==> src/rtl/divider_pkg.sv <==
// ============================================================================
// divider_pkg : state encoding and default widths for divider_param. Rev 1.0
// ============================================================================
`default_nettype none

package divider_pkg;
  localparam int c_DEF_DIVIDEND_W = 8;
  localparam int c_DEF_DIVISOR_W  = 7;

  localparam logic [1:0] c_IDLE = 2'd0;
  localparam logic [1:0] c_ITER = 2'd1;
  localparam logic [1:0] c_FIX  = 2'd2;
  localparam logic [1:0] c_DONE = 2'd3;
endpackage

`default_nettype wire

==> src/rtl/divider_step.sv <==
// ============================================================================
// divider_step : one combinational restoring shift/compare/subtract stage. Rev 1.0
// ============================================================================
`default_nettype none

module divider_step
  import divider_pkg::*;
#(
  parameter int DIVISOR_W = c_DEF_DIVISOR_W
) (
  input  logic [DIVISOR_W:0]   i_rem,
  input  logic                 i_bit,
  input  logic [DIVISOR_W-1:0] i_divisor,
  output logic [DIVISOR_W:0]   o_rem,
  output logic                 o_qbit
);

  logic [DIVISOR_W+1:0] w_shift;
  logic [DIVISOR_W+1:0] w_dsr;

  assign w_shift = {i_rem, i_bit};
  assign w_dsr   = {2'b00, i_divisor};
  assign o_qbit  = (w_shift >= w_dsr);
  assign o_rem   = o_qbit ? (DIVISOR_W+1)'(w_shift - w_dsr) : w_shift[DIVISOR_W:0];

endmodule

`default_nettype wire

==> src/rtl/divider_param.sv <==
// ============================================================================
// divider_param : iterative signed/unsigned restoring divider, one bit/cycle. Rev 1.0
// ============================================================================
`default_nettype none

module divider_param
  import divider_pkg::*;
#(
  parameter int DIVIDEND_W = c_DEF_DIVIDEND_W,
  parameter int DIVISOR_W  = c_DEF_DIVISOR_W
) (
  input  logic                  clk,
  input  logic                  reset,
  input  logic                  start,
  input  logic [DIVIDEND_W-1:0] dividendin,
  input  logic [DIVISOR_W-1:0]  divisorin,
  input  logic                  signed_mode,
  output logic [DIVIDEND_W-1:0] quotient,
  output logic [DIVISOR_W-1:0]  remainder,
  output logic                  valid,
  output logic                  busy,
  output logic                  dbz,
  output logic                  ovf,
  output logic [1:0]            state_w
);

  localparam int CNT_W = $clog2(DIVIDEND_W + 1);

  logic [1:0]            r_state;
  logic [1:0]            w_next;
  logic [CNT_W-1:0]      r_cnt;
  logic [DIVIDEND_W-1:0] r_dvd;
  logic [DIVISOR_W-1:0]  r_dsr;
  logic [DIVISOR_W:0]    r_prem;
  logic                  r_q_neg;
  logic                  r_r_neg;
  logic                  r_dbz_p;
  logic                  r_ovf_p;

  logic                  w_accept;
  logic                  w_dvd_neg;
  logic                  w_dsr_neg;
  logic [DIVIDEND_W-1:0] w_dvd_mag;
  logic [DIVISOR_W-1:0]  w_dsr_mag;
  logic [DIVISOR_W:0]    w_step_rem;
  logic                  w_step_q;
  logic [DIVIDEND_W-1:0] w_q_fix;
  logic [DIVISOR_W-1:0]  w_r_mag;
  logic [DIVISOR_W-1:0]  w_r_fix;

  assign w_accept  = start && (r_state == c_IDLE || r_state == c_DONE);
  // Magnitudes are unsigned, so the most-negative value maps to 2^(W-1) exactly.
  assign w_dvd_neg = signed_mode & dividendin[DIVIDEND_W-1];
  assign w_dsr_neg = signed_mode & divisorin[DIVISOR_W-1];
  assign w_dvd_mag = w_dvd_neg ? -dividendin : dividendin;
  assign w_dsr_mag = w_dsr_neg ? -divisorin : divisorin;

  divider_step #(.DIVISOR_W(DIVISOR_W)) u_step (
    .i_rem     (r_prem),
    .i_bit     (r_dvd[DIVIDEND_W-1]),
    .i_divisor (r_dsr),
    .o_rem     (w_step_rem),
    .o_qbit    (w_step_q)
  );

  assign w_r_mag = r_prem[DIVISOR_W-1:0];
  assign w_q_fix = r_dbz_p ? '1 : (r_q_neg ? -r_dvd : r_dvd);
  assign w_r_fix = r_dbz_p ? '0 : (r_r_neg ? -w_r_mag : w_r_mag);

  always_ff @(posedge clk or posedge reset) begin
    if (reset) r_state <= c_IDLE;
    else       r_state <= w_next;
  end

  always_comb begin
    w_next = r_state;
    case (r_state)
      c_IDLE, c_DONE: if (start) w_next = c_ITER;
      c_ITER:         if (r_cnt == '0) w_next = c_FIX;
      c_FIX:          w_next = c_DONE;
      default:        w_next = c_IDLE;
    endcase
  end

  always_comb begin
    busy    = (r_state == c_ITER) || (r_state == c_FIX);
    state_w = r_state;
  end

  always_ff @(posedge clk or posedge reset) begin
    if (reset) begin
      r_cnt     <= '0;
      r_dvd     <= '0;
      r_dsr     <= '0;
      r_prem    <= '0;
      r_q_neg   <= 1'b0;
      r_r_neg   <= 1'b0;
      r_dbz_p   <= 1'b0;
      r_ovf_p   <= 1'b0;
      quotient  <= '0;
      remainder <= '0;
      valid     <= 1'b0;
      dbz       <= 1'b0;
      ovf       <= 1'b0;
    end else begin
      if (w_accept) begin
        r_cnt   <= CNT_W'(DIVIDEND_W);
        r_dvd   <= w_dvd_mag;
        r_dsr   <= w_dsr_mag;
        r_prem  <= '0;
        r_q_neg <= w_dvd_neg ^ w_dsr_neg;
        r_r_neg <= w_dvd_neg;
        r_dbz_p <= (divisorin == '0);
        r_ovf_p <= signed_mode && (dividendin == {1'b1, {(DIVIDEND_W-1){1'b0}}})
                   && (&divisorin);
        valid   <= 1'b0;
        dbz     <= 1'b0;
        ovf     <= 1'b0;
      end else if (r_state == c_ITER && r_cnt != '0) begin
        r_prem <= w_step_rem;
        r_dvd  <= {r_dvd[DIVIDEND_W-2:0], w_step_q};
        r_cnt  <= r_cnt - 1'b1;
      end else if (r_state == c_FIX) begin
        quotient  <= w_q_fix;
        remainder <= w_r_fix;
        valid     <= 1'b1;
        dbz       <= r_dbz_p;
        ovf       <= r_ovf_p;
      end
    end
  end

endmodule

`default_nettype wire

==> config.mk <==
export PLATFORM = sky130hd
export DESIGN_NAME = divider_param
export DESIGN_NICKNAME = d
export VERILOG_FILES = /design/src/rtl/divider_pkg.sv /design/src/rtl/divider_step.sv /design/src/rtl/divider_param.sv
export SDC_FILE = /design/constraint.sdc
export NUM_CORES = 1
export LEC_CHECK = 0
export BUFFER_PORTS_ARGS = -buffer_cell sky130_fd_sc_hd__buf_2
export CORE_ASPECT_RATIO = 1.75
export CORE_UTILIZATION = 58
export DETAILED_ROUTE_END_ITERATION = 7
export GPL_ROUTABILITY_DRIVEN = 1
export GPL_TIMING_DRIVEN = 0
export MAX_ROUTING_LAYER = met4
export PLACE_DENSITY = 0.8
export SYNTH_ARGS = -nofsm -noshare
export SYNTH_HDL_FRONTEND = slang
export SYNTH_SLANG_ARGS = --single-unit
==> constraint.sdc <==
create_clock -name clk -period 2.4 [get_ports clk]
set_clock_uncertainty 0.05 [all_clocks]
set_input_delay 0 -clock clk [delete_from_list [all_inputs] [get_ports clk]]
set_output_delay 0 -clock clk [all_outputs]
set_load 0.01 [all_outputs]
# ---- Yosys cells after proc, flatten, opt, wreduce, memory -nomap -nowiden
# Index checks and enable logic that the tools add are counted.
dict set report totals {
  regBits 51
  input_bits 19
  output_inout_bits 21
  word_cells 75
}
dict set report classes {
  add_sub_neg 6
  n_lt_le_gt_ge 1
  n_eq_ne 7
  muxes 25
  bitwise 5
  reduce_logical 17
}
# cell count
set op_table {}
lappend op_table {{$mux 8} 8}
lappend op_table {{$mux 7} 3}
lappend op_table {{$neg 8->8} 2}
lappend op_table {{$neg 7->7} 2}
lappend op_table {{$ge 9x7->1} 1}
lappend op_table {{$mux 1} 9}
lappend op_table {{$eq 8x8->1 const B} 1}
lappend op_table {{$mux 4} 2}
lappend op_table {{$sub 8x7->8} 1}
lappend op_table {{$logic_not 7->1} 1}
lappend op_table {{$reduce_and 7->1} 1}
lappend op_table {{$ne 2x2->1 const B} 3}
lappend op_table {{$pmux 2 s3} 1}
lappend op_table {{$eq 2x2->1 const B} 2}
lappend op_table {{$logic_and 1x1->1} 4}
lappend op_table {{$logic_not 4->1} 1}
lappend op_table {{$mux 2} 2}
lappend op_table {{$reduce_and 2->1} 2}
lappend op_table {{$reduce_bool 2->1} 2}
lappend op_table {{$reduce_bool 4->1} 1}
lappend op_table {{$sub 4x1->4 const B} 1}
lappend op_table {{$reduce_and 3->1} 1}
lappend op_table {{$and 1x1->1} 2}
lappend op_table {{$eq 2x1->1 const B} 1}
lappend op_table {{other kinds (5)} 7}

# ---- Logic depth before layout (Yosys ltp)
dict set report logic_depth {
  depth_word 5
  mapped_depth 9
  ltp_nobuf 9
}

# ---- Modules after synthesis
# From an unflattened synthesis, not the netlist that was laid out.
dict set report unflattened {
  hier_cells 346
  area_unflattened_um2 3154.3
}
# module instances cells_each area_each_um2 seq_area_each_um2
set modules_own_cells {}
lappend modules_own_cells {divider_param 1 275 2642.5 1276.2}
lappend modules_own_cells {divider_step 1 71 511.7 0.0}

# ---- Worst setup path after synthesis
# Ideal clock, no wire load.
dict set report synth_timing {
  path_type {register -> register}
  from {reg r_dvd[7]}
  to {reg r_prem[6]}
  setup_time_ns 0.077
  arrival_ns 1.906
  required_time_ns 2.273
  path_slack_ns 0.366
  stages_incl_launch_ff 10
  path_buffers 0
  synth_period_minus_slack_ns 2.034
  cell_sequence {dfrtp_1 inv_1 ha_1 inv_1 fa_1 a211o_1 a2111oi_0 nand4b_1 o21ai_0 a21oi_1}
}
dict set report synth_between {
  elab_chain_cells 4
  elab_cells_between_ends 5
  classes_between {1 x add/sub; 1 x order compare; 3 x mux}
}
# item line_no
set synth_rtl {}
lappend synth_rtl {{start: declaration} divider_param.sv:32} ;# logic [DIVIDEND_W-1:0] r_dvd;
lappend synth_rtl {{start signal: assignment} divider_param.sv:108} ;# r_dvd <= w_dvd_mag;
lappend synth_rtl {{start signal: assignment} divider_param.sv:121} ;# r_dvd <= {r_dvd[DIVIDEND_W-2:0], w_step_q};
lappend synth_rtl {{$sub 8x7->8 or $ge 9x7->1 (tied branches)} {divider_step.sv:24, divider_step.sv:23}}
lappend synth_rtl {{$mux 8 (*)} divider_step.sv:24} ;# assign o_rem = o_qbit ? (DIVISOR_W+1)'(w_shift - w_dsr) : w_shift[DIVISOR_W:0];
lappend synth_rtl {{$mux 8 (*)} divider_param.sv:119} ;# end else if (r_state == c_ITER && r_cnt != '0) begin
lappend synth_rtl {{$mux 8 (*)} divider_param.sv:106} ;# if (w_accept) begin
lappend synth_rtl {{end signal: assignment} divider_param.sv:120} ;# r_prem <= w_step_rem;
lappend synth_rtl {{end: declaration} divider_param.sv:34} ;# logic [DIVISOR_W:0] r_prem;
# Every way passes the cells marked *; elsewhere a longest branch is shown, timed or not. The select of a mux whose other input is x is not followed.
# A chain may end at the register's enable or synchronous reset.

# ---- Final worst setup path
# Same ends and word-level chain as after synthesis.

==> flow_summary_export.csv <==
group,metric,value,unit
floorplan,initial_core_util,0.601,
setup_path,timing.rr.start,"r_dvd[7]",
floorplan,die_h,99.2,µm
setup_path,path_class,"reg2reg",
synth,synth_fp_nets,392,
cells_and_area,area_growth,17.6,%
synth,avgSynthCellArea,8.77,µm²
timing,slew_viol_final,0,
setup_path,critPathSlowestCell,"dfrtp_1",
cells_and_area,final_nets,454,
global_route,grt_max_degree,29,
timing,hold_violations,1,
setup_path,crit_start,"r_dvd[7]",
setup_path,cp_num_cells,9,
routing,viasPerCell,5.93,
place,dpl_cell_area,3420,µm²
routing,wl_per_cell,15.4,µm
clocking,cts_inserted_buffers,5,
setup_path,required,2590,ps
timing,worst_pin_slew,547,ps
setup_path,worstPathArrival,2500,ps
power,p_leak,0.00169,µW
synth,yosysSeqAreaShare,0.408,
routing,post-route-drc-count,4,
synth,synth_flop_cell,"dfrtp_1",
setup_path,crit_family,"compound AO/OA/AOI/OAI gates",
place,portBuffers,39,
floorplan,ios,40,
clocking,clkLatencyLatePin,310,ps
cells_and_area,fin_util,0.707,
timing,finalSetupTns,0,ps
floorplan,die-area,5710,µm²
run,maxCapViolations,0,
power,power.density,1430,nW/µm²
global_route,grtUsageTotal,0.288,
clocking,cts.sinks,51,
synth,syn_area,3130,µm²
timing,fmax,433,MHz
clocking,clockBufferDepth,2,
clocking,cts_tree,"yes",
setup_path,r2r_setup_slack,90,ps
cells_and_area,n_antenna_cell,0,
setup_path,path_max_fanout,4,
synth,synth_cells,357,
cells_and_area,fin_cells,475,
synth,ys_warn_count,0,
outcome,status,"finished with violations",
clocking,path_clk_slew,100,ps
floorplan,coreArea,5210,µm²
routing,drt-initial-drc-count,98,
floorplan,die_x,57.5,µm
setup_path,endpoint_kind,"flip-flop",
routing,postRouteAntennaNets,0,
setup_path,crit_buf_inv,2,
global_route,overflow,0,
setup_path,cp-endpoint,"r_prem[6]",
synth,synthDistinctLibCells,50,
global_route,grt_pass1_vias,2774,
synth,async_flop_share,1.00,
routing,wl,7320,µm
global_route,antenna_found_initial,0,
synth,synth-edff-count,0,
cells_and_area,drive_gt1_frac,0.157,
routing,vias,2816,
setup_path,cp_slowest_stage_delay,450,ps
synth,synth-seq-cells,51,
worst_hold_path,hold_class,"in2reg",
outcome,violations,"DRC, hold timing",
timing,finalSetupViolCount,0,
timing,relSlewSlack,0.632,
timing,min_period,2310,ps
place,dp.cells,452,
place,place_hpwl,5480,µm
clocking,cts_setup_buffers,0,
setup_path,reg2regPathDepth,9,
cells_and_area,final_area,3680,µm²
floorplan,rows,35,
setup_path,path_cells,"inv_1 > ha_1 > inv_1 > fa_1 > a211o_1 > a2111oi_0 > nand4b_1 > o21ai_0 > a21oi_1",
setup_path,startpoint_type,"flip-flop",
power,peakVddDrop,0.000708,V
timing,fin_crit_sh,0.962,
cells_and_area,fillCellCount,415,
routing,first_pass_iters,6,
place,place_congestion,0.837,
clocking,clock-root-buffer,"clkbuf_8",
clocking,cts-htree-levels,2,
global_route,grt_pass1_wl,12400,µm
setup_path,rr_endpoint,"r_prem[6]",
timing,fin_hold_ws,-5.31,ps
setup_path,cp_common_cell,"inv_1",
-- timing repair --
item,CTS,global route
resized for setup,0,5
endpoints found under the hold margin,37,0
setup endpoints to repair,0,3
hold buffers,15,0
-- registers in the layout, summed over array words and instances (netlist names) --
register	count
ovf	1
dbz	1
quotient	8
r_ovf_p	1
r_q_neg	1
remainder	7
r_prem	8
r_dsr	7
r_r_neg	1
state_w	2
valid	1
r_dbz_p	1
r_dvd	8
r_cnt	4
-- final cells by class --
| class | count | area [µm²] | area share |
|---|---|---|---|
| Clock inverter | 3 | 43.8 | 0.0119 |
| Timing Repair Buffer | 55 | 365 | 0.0992 |
| Tap cell | 55 | 68.8 | 0.0187 |
| Clock buffer | 5 | 68.8 | 0.0187 |
| Sequential cell | 51 | 1280 | 0.347 |
| Buffer | 15 | 63.8 | 0.0173 |
| Inverter | 34 | 128 | 0.0347 |
| Multi-Input combinational cell | 257 | 1670 | 0.453 |
-- where the power goes --
part | leakage (µW) | internal [µW] | switching (µW) | total, µW
logic | 0.00101 | 1270 | 1780 | 3060
registers | 0.000625 | 1240 | 364 | 1600
clock network | 0.0000581 | 311 | 305 | 616
total | 0.00169 | 2820 | 2450 | 5270
-- stage by stage --
stage                     total power, µW  setup WS [ps]  hold slack, ps
after global routing                 5740          -1.44            24.5
after CTS                            5250           70.5            7.92
after global placement               4490            193             194
after detailed placement             4620            149            10.4
final                                5270           91.7           -5.31
after floorplan                      3830            366            46.2
-- cells in the mapped netlist, drive strengths merged (4+ instances only) --
library cell | count | area share
a211oi | 4 | 0.011
a21oi | 15 | 0.029
a31oi | 16 | 0.032
buf | 5 | 0.0076
clkbuf | 10 | 0.012
dfrtp | 51 | 0.41
ha | 15 | 0.060
inv | 34 | 0.041
nand2 | 46 | 0.055
nand3 | 10 | 0.016
nor2 | 28 | 0.034
nor3 | 8 | 0.016
o21ai | 30 | 0.053
o22a | 7 | 0.020
o22ai | 8 | 0.016
o31ai | 5 | 0.012
xnor2 | 17 | 0.048
xor2 | 10 | 0.028
-- worst reg2reg max path: stages, from the launching register on --
cell       delay (ps)
dfrtp_1           450
inv_1              80
ha_1              150
inv_1              50
fa_1              410
a211o_1           320
a2111oi_0         320
nand4b_1          170
o21ai_0           100
a21oi_1           140
-- layout by cell type (no fill, tap or decap), types with 2 or more instances in the layout --
cell type,count
a211o_1,2
o22ai_1,8
nand4_1,3
o31ai_1,5
a21oi_1,13
clkbuf_2,2
nor2b_1,2
mux2i_1,2
o21ai_0,28
clkbuf_8,5
or3_1,2
o22a_1,7
o21a_1,2
dlygate4sd3_1,15
buf_2,43
clkbuf_1,8
nor2_1,27
a31oi_1,16
nand2b_1,3
o41ai_1,2
xor2_1,10
nor3_1,7
ha_1,15
a311o_1,2
nand3_1,10
xnor2_1,17
and3_1,2
a211oi_1,3
nand2_1,46
a2111oi_0,2
inv_1,33
dfrtp_1,51
-- layer usage --
layer | track usage | up-vias | wire length (µm)
met3 | 0.0364 | 16 | 278
met2 | 0.519 | 81 | 4030
met1 | 0.303 | 1336 | 2820
li1 | - | 1383 | -
met5 | - | - | 0
met4 | 0.135 | 0 | 195
-- worst min-delay path by stage --
stage,from,endpoint,slack [ps],cells after the start
3_5_place_dp,reset,remainder[5],10,2
3_3_place_gp,dividendin[6],r_ovf_p,190,2
4_1_cts,dividendin[7],r_dvd[7],8,3
6_report,divisorin[5],r_dsr[5],-5,3
2_1_floorplan,dividendin[6],r_ovf_p,50,1
5_1_grt,dividendin[7],r_dvd[7],20,3
-- cell families (layout without fill, tap and decap cells) --
logic type,after synthesis,count (layout),synth area share
buffers and inverters,49,112,0.0603
AND/OR/NAND/NOR,112,112,0.167
XOR/XNOR,27,27,0.0755
multiplexers,2,2,0.00639
flip-flops,51,51,0.408
adder cells (fa/ha/maj),16,16,0.0663
AO/OA/AOI/OAI,100,100,0.217
No activity file was read; power rests on OpenSTA's default activity.
